==> src/rtl/i2s_pkg.sv <==
// Shared constants and types for the I2S capture path.
package i2s_pkg;

    localparam int DATA_W    = 16;          // captured sample width, MSB first
    localparam int SLOT_W    = 32;          // SCK cycles per channel slot
    localparam int PERIOD_W  = 8;           // width of the SCK period control
    localparam int FRAME_W   = 2 * SLOT_W;  // SCK cycles per stereo frame
    localparam int BIT_CNT_W = $clog2(FRAME_W);

    typedef logic signed [DATA_W-1:0] sample_t;

    typedef enum logic {
        IDLE = 1'b0,
        RUN  = 1'b1
    } state_e;

    // Half-period in clk cycles; never below one, so SCK can never stall.
    function automatic logic [PERIOD_W-1:0] clamp_half(input logic [PERIOD_W-1:0] period);
        logic [PERIOD_W-1:0] half;
        half = period >> 1;
        return (half == '0) ? PERIOD_W'(1) : half;
    endfunction

endpackage

==> src/rtl/i2s_sck_gen.sv <==
// I2S bit-clock generator: programmable half-period counter producing SCK
// plus single-cycle rise/fall strobes that coincide with the toggling edge.
module i2s_sck_gen
    import i2s_pkg::*;
(
    input  logic                clk,
    input  logic                rst_n,
    input  logic                run,
    input  logic [PERIOD_W-1:0] sck_period,
    output logic                sck,
    output logic                rise_evt,
    output logic                fall_evt
);

    logic [PERIOD_W-1:0] half_q;
    logic [PERIOD_W-1:0] half_cnt;
    logic                wrap;

    // half_q only changes at a wrap, so half_cnt never overshoots it.
    assign wrap     = run && (half_cnt == half_q - PERIOD_W'(1));
    assign rise_evt = wrap && !sck;
    assign fall_evt = wrap &&  sck;

    // Half-period counter; the period is re-sampled only at half boundaries.
    always_ff @(posedge clk) begin
        // NOTE: rst_n is synchronous -- it is only looked at inside the clocked
        // block, so it never appears in the sensitivity list.
        if (!rst_n) begin
            // NOTE: non-blocking assignments keep every register reading the
            // pre-edge value of its neighbours, independent of statement order.
            sck      <= 1'b0;
            half_cnt <= '0;
            half_q   <= clamp_half(sck_period);
        end else if (wrap) begin
            sck      <= ~sck;
            half_cnt <= '0;
            half_q   <= clamp_half(sck_period);
        end else if (run) begin
            half_cnt <= half_cnt + PERIOD_W'(1);
        end
    end

endmodule

==> src/rtl/i2s_rx_deser.sv <==
// I2S master receiver for one mono channel: drives SCK/WS, captures the
// left-slot sample MSB-first (one-bit I2S delay) and hands it out on a
// valid/ready port with a sticky overrun flag for dropped samples.
module i2s_rx_deser
    import i2s_pkg::*;
(
    input  logic                clk,
    input  logic                rst_n,
    input  logic                en,
    input  logic [PERIOD_W-1:0] sck_period,
    output logic                sck,
    output logic                ws,
    input  logic                sd,
    output logic [DATA_W-1:0]   dout,
    output logic                dout_vld,
    input  logic                dout_rdy,
    output logic                overrun
);

    localparam logic [BIT_CNT_W-1:0] LAST_BIT = BIT_CNT_W'(DATA_W);

    state_e               state;
    logic                 rise_evt;
    logic                 fall_evt;
    logic [BIT_CNT_W-1:0] bit_cnt;
    logic [BIT_CNT_W-1:0] bit_cnt_nxt;
    logic                 in_data;
    logic                 load_pend;
    sample_t              shift_q;

    // Mode follows en directly so SCK freezes on the very edge en is seen low.
    assign state = en ? RUN : IDLE;

    i2s_sck_gen u_sck_gen (
        .clk        (clk),
        .rst_n      (rst_n),
        .run        (state == RUN),
        .sck_period (sck_period),
        .sck        (sck),
        .rise_evt   (rise_evt),
        .fall_evt   (fall_evt)
    );

    // Counter wraps naturally at FRAME_W because FRAME_W is a power of two.
    assign bit_cnt_nxt = bit_cnt + BIT_CNT_W'(1);
    // Slot bits 1..DATA_W carry the sample; bit 0 is the I2S delay bit.
    assign in_data     = (bit_cnt != '0) && (bit_cnt <= LAST_BIT);

    // Frame position and word select advance on every falling SCK.
    always_ff @(posedge clk) begin
        if (!rst_n) begin
            bit_cnt <= '0;
            ws      <= 1'b0;
        end else if (fall_evt) begin
            bit_cnt <= bit_cnt_nxt;
            ws      <= bit_cnt_nxt[BIT_CNT_W-1];
        end
    end

    // Shift in left-slot data on rising SCK; flag completion after the last bit.
    always_ff @(posedge clk) begin
        if (!rst_n) begin
            shift_q   <= '0;
            load_pend <= 1'b0;
        end else begin
            load_pend <= rise_evt && (bit_cnt == LAST_BIT);
            if (rise_evt && in_data) begin
                shift_q <= {shift_q[DATA_W-2:0], sd};
            end
        end
    end

    // Output register: a pending word is dropped only if the consumer stalls.
    always_ff @(posedge clk) begin
        if (!rst_n) begin
            dout     <= '0;
            dout_vld <= 1'b0;
            overrun  <= 1'b0;
        end else if (load_pend) begin
            if (dout_vld && !dout_rdy) begin
                overrun <= 1'b1;
            end else begin
                dout     <= shift_q;
                dout_vld <= 1'b1;
            end
        end else if (dout_vld && dout_rdy) begin
            dout_vld <= 1'b0;
        end
    end

endmodule
==> config.mk <==
export PLATFORM = sky130hd
export DESIGN_NAME = i2s_rx_deser
export DESIGN_NICKNAME = d
export VERILOG_FILES = /design/src/rtl/i2s_pkg.sv /design/src/rtl/i2s_sck_gen.sv /design/src/rtl/i2s_rx_deser.sv
export SDC_FILE = /design/constraint.sdc
export NUM_CORES = 1
export LEC_CHECK = 0
export ABC_AREA = 1
export BUFFER_PORTS_ARGS = -buffer_cell sky130_fd_sc_hd__buf_2
export CAP_MARGIN = 15
export CORE_ASPECT_RATIO = 1.25
export CORE_MARGIN = 3
export CORE_UTILIZATION = 50
export CTS_CLUSTER_DIAMETER = 200
export DETAILED_ROUTE_END_ITERATION = 8
export PLACE_DENSITY = 0.69
export SKIP_CTS_REPAIR_TIMING = 1
export SLEW_MARGIN = 20
export SYNTH_ARGS = -nofsm -noshare
export SYNTH_HDL_FRONTEND = slang
export SYNTH_SLANG_ARGS = --single-unit
==> constraint.sdc <==
create_clock -name clk -period 4.2 [get_ports clk]
set_clock_uncertainty 0.1 [all_clocks]
set_input_delay 0.84 -clock clk [delete_from_list [all_inputs] [get_ports clk]]
set_output_delay 0.84 -clock clk [all_outputs]
set_load 0.01 [all_outputs]
==> run_results.csv <==
group,metric,value,unit
outcome,status,"finished clean",
synthesis,synth_compound_area_share,9.131,%
floorplanning,die_w,69.86,um
routing,final_antenna_net_count,0,
timing,fin_crit_sh,53.88,%
clock_tree,cts_tree,"yes",
floorplanning,die_area,0.005996,mm2
synthesis,yosys.area_share.xor_xnor,2.405,%
final_layout,final_cells,438,
grt,grt_overflow_total,0,
timing,finalCriticalPeriod,2263,ps
clock_tree,numCtsBuffers,9,
floorplanning,initial_core_util,52.72,%
setup_path,worstSetupStartpointType,"flop",
timing,maxSlewViolCount,0,
run,cap_violations,0,
place,placed_cells,422,
timing,tns,0,ps
grt,antenna_found_initial,0,
floorplanning,io_pins,33,
timing,worst_slack,1937,ps
place,hpwl,3243,um
clock_tree,path_clk_slew,60,ps
final_layout,drive_gt1_share,15.87,%
synthesis,synth_area,0.002549,mm2
routing,dr.pass1.iters,4,
routing,route.detailed.drc,0,
timing,finalSetupViolCount,0,
grt,grt_pass1_vias,1979,
place,routabilityCongestion,0.7926,
synthesis,synth_fa_ha_area_share,1.964,%
final_layout,n_antenna_cell,0,
hold_path,hp-class,"reg -> reg",
clock_tree,root_buffer,"clkbuf_8",
setup_path,critPathMaxFanout,32,
clock_tree,clockBufferDepth,2,
final_layout,syn_to_final_growth,15.07,%
power,vdd_ir_drop_max,258.7,uV
timing,hold_viol,0,
synthesis,yosys.area_share.simple,29.85,%
setup_path,crit_arrival,2380,ps
routing,drt_iter0_markers,63,
setup_path,critPathKind,"reg -> reg",
power,p_total,1.176,mW
final_layout,fill_cells,461,
grt,grt_pass1_wl,8114,um
final_layout,final_cell_area,0.002933,mm2
setup_path,end_kind,"flop",
final_layout,nets,390,
routing,routed_wl,4539,um
synthesis,synth.distinct_cells,27,
grt,grt_max_degree,42,
timing,relSlewSlack,47.54,%
timing,fmax,441.9,MHz
clock_tree,cts_htree_levels,3,
synthesis,ys_ff_latch,57,
synthesis,syn_area_per_cell,7.345,um2
routing,vias,2099,
floorplanning,num_rows,28,
grt,grtUsageTotal,17.03,%
floorplanning,fp.dieH,85.83,um
power,leakage,1.435,nW
place,io_buffers,31,
synthesis,synth_top_family_by_area,"simple AND/OR/NAND/NOR gates",
routing,wl_per_cell,10.36,um
synthesis,synth.mux.area_fraction,0,%
clock_tree,insertion_delay,330,ps
place,dpl_worst_slack,1772,ps
place,place_area,0.002700,mm2
synthesis,ys_warn_count,0,
synthesis,syn_nets,364,
timing,rsz0062_at_grt,"false",
timing,worst_slew_pin_slew,786.0,ps
floorplanning,core_area,0.004835,mm2
synthesis,synth-seq-area-share,47.52,%
routing,vias_per_cell,4.792,
setup_path,cp.required,4320,ps
power,power_density,401.0,mW/mm2
clock_tree,clkSinkCount,57,
synthesis,syn-instance-count,347,
cells by family after synthesis:
group                    count (synthesis)
AO/OA/AOI/OAI                           46
flip-flops                              57
XOR/XNOR                                 7
AND/OR/NAND/NOR                        176
buffers and inverters                   57
adder cells (fa/ha/maj)                  4
layout by cell type, fill, tap and decap left out, types with 7 or more instances in the layout:
master | synthesis | routed
a21oi_1 | 25 | 25
nand3_1 | 15 | 15
o21ai_0 | 19 | 19
nand2_1 | 83 | 83
buf_2 | 3 | 31
edfxtp_1 | 7 | 7
clkbuf_8 | 0 | 10
nor2_1 | 58 | 58
inv_1 | 37 | 37
dfxtp_1 | 50 | 50
metrics by stage:
stage          hold WS (ps)  util (%)
2_1_floorplan         329.9         -
3_3_place_gp          339.0     55.85
3_5_place_dp          343.0     55.85
4_1_cts               352.9     60.66
5_1_grt               386.6     60.66
6_report              346.4     60.66
worst max-delay path, cell delays in order, from the launching register on:
cell and delay [ps]:
edfxtp_1 430, inv_2 100, ha_1 230, inv_1 80, nand2_1 80, nand3_1 70, nand2_1 70, nand3_1 120
nor2_4 180, nand4_4 380, nor2_1 220, nor2_1 70
routing by layer:
layer | GRT usage (%) | wire length [um] | up-vias
li1 | - | - | 1134
met1 | 17.83 | 2023 | 940
met2 | 30.35 | 2276 | 19
met3 | 5.744 | 150 | 6
met4 | 8.362 | 89 | 0
met5 | 0 | 0 | -
synth_stat cells, drive strengths merged:
master   n  share of area [%]
xor2     6                2.1
nand4    4                1.6
nand3   15                2.9
dfxtp   50                 39
buf      6                1.6
inv     40                5.9
nor3     2               0.39
edfxtp   7                8.2
nor2    64                 11
nand2   86                 13
nor4     2               0.49
xnor2    1               0.34
ha       4                2.0
clkinv   1               0.15
clkbuf  10                1.5
nor3b    3               0.88
o21ai   20                3.9
a21o     1               0.29
a21oi   25                4.9
power by group:
| group | internal, mW | switching [mW] | total [mW] |
|---|---|---|---|
| logic | 0.0162 | 0.0297 | 0.0459 |
| registers | 0.558 | 0.00610 | 0.564 |
| clock network | 0.359 | 0.208 | 0.566 |
| total | 0.933 | 0.243 | 1.18 |
path summary, 6_finish.rpt:
check                                          from                 endpoint  slack, ps  cells after the start
hold reg to reg                overrun$_SDFFE_PN0P_     overrun$_SDFFE_PN0P_        350                      2
setup / recovery  u_sck_gen.half_q[0]$_SDFFCE_PN1P_  shift_q[0]$_SDFFE_PN0P_       1940                     11
setup reg to reg  u_sck_gen.half_q[0]$_SDFFCE_PN1P_  shift_q[0]$_SDFFE_PN0P_       1940                     11
hold / removal                 overrun$_SDFFE_PN0P_     overrun$_SDFFE_PN0P_        350                      2
area by class of cell:
cell class	count	area, um2	share of cell area [%]
Timing Repair Buffer	31	155.1	5.290
Clock inverter	4	45.04	1.536
Multi-Input combinational cell	233	1105	37.67
Tap cell	60	75.07	2.560
Inverter	41	153.9	5.247
Sequential cell	57	1211	41.30
Clock buffer	12	187.7	6.399
state kept, by name, indices dropped and copies added (netlist names):
| name | flops |
|---|---|
| bit_cnt | 5 |
| shift_q | 16 |
| load_pend | 1 |
| u_sck_gen.half_cnt | 8 |
| ws | 1 |
| overrun | 1 |
| dout_vld | 1 |
| u_sck_gen.sck | 1 |
| u_sck_gen.half_q | 7 |
| dout | 16 |
Power figures use the tool's default switching activity.
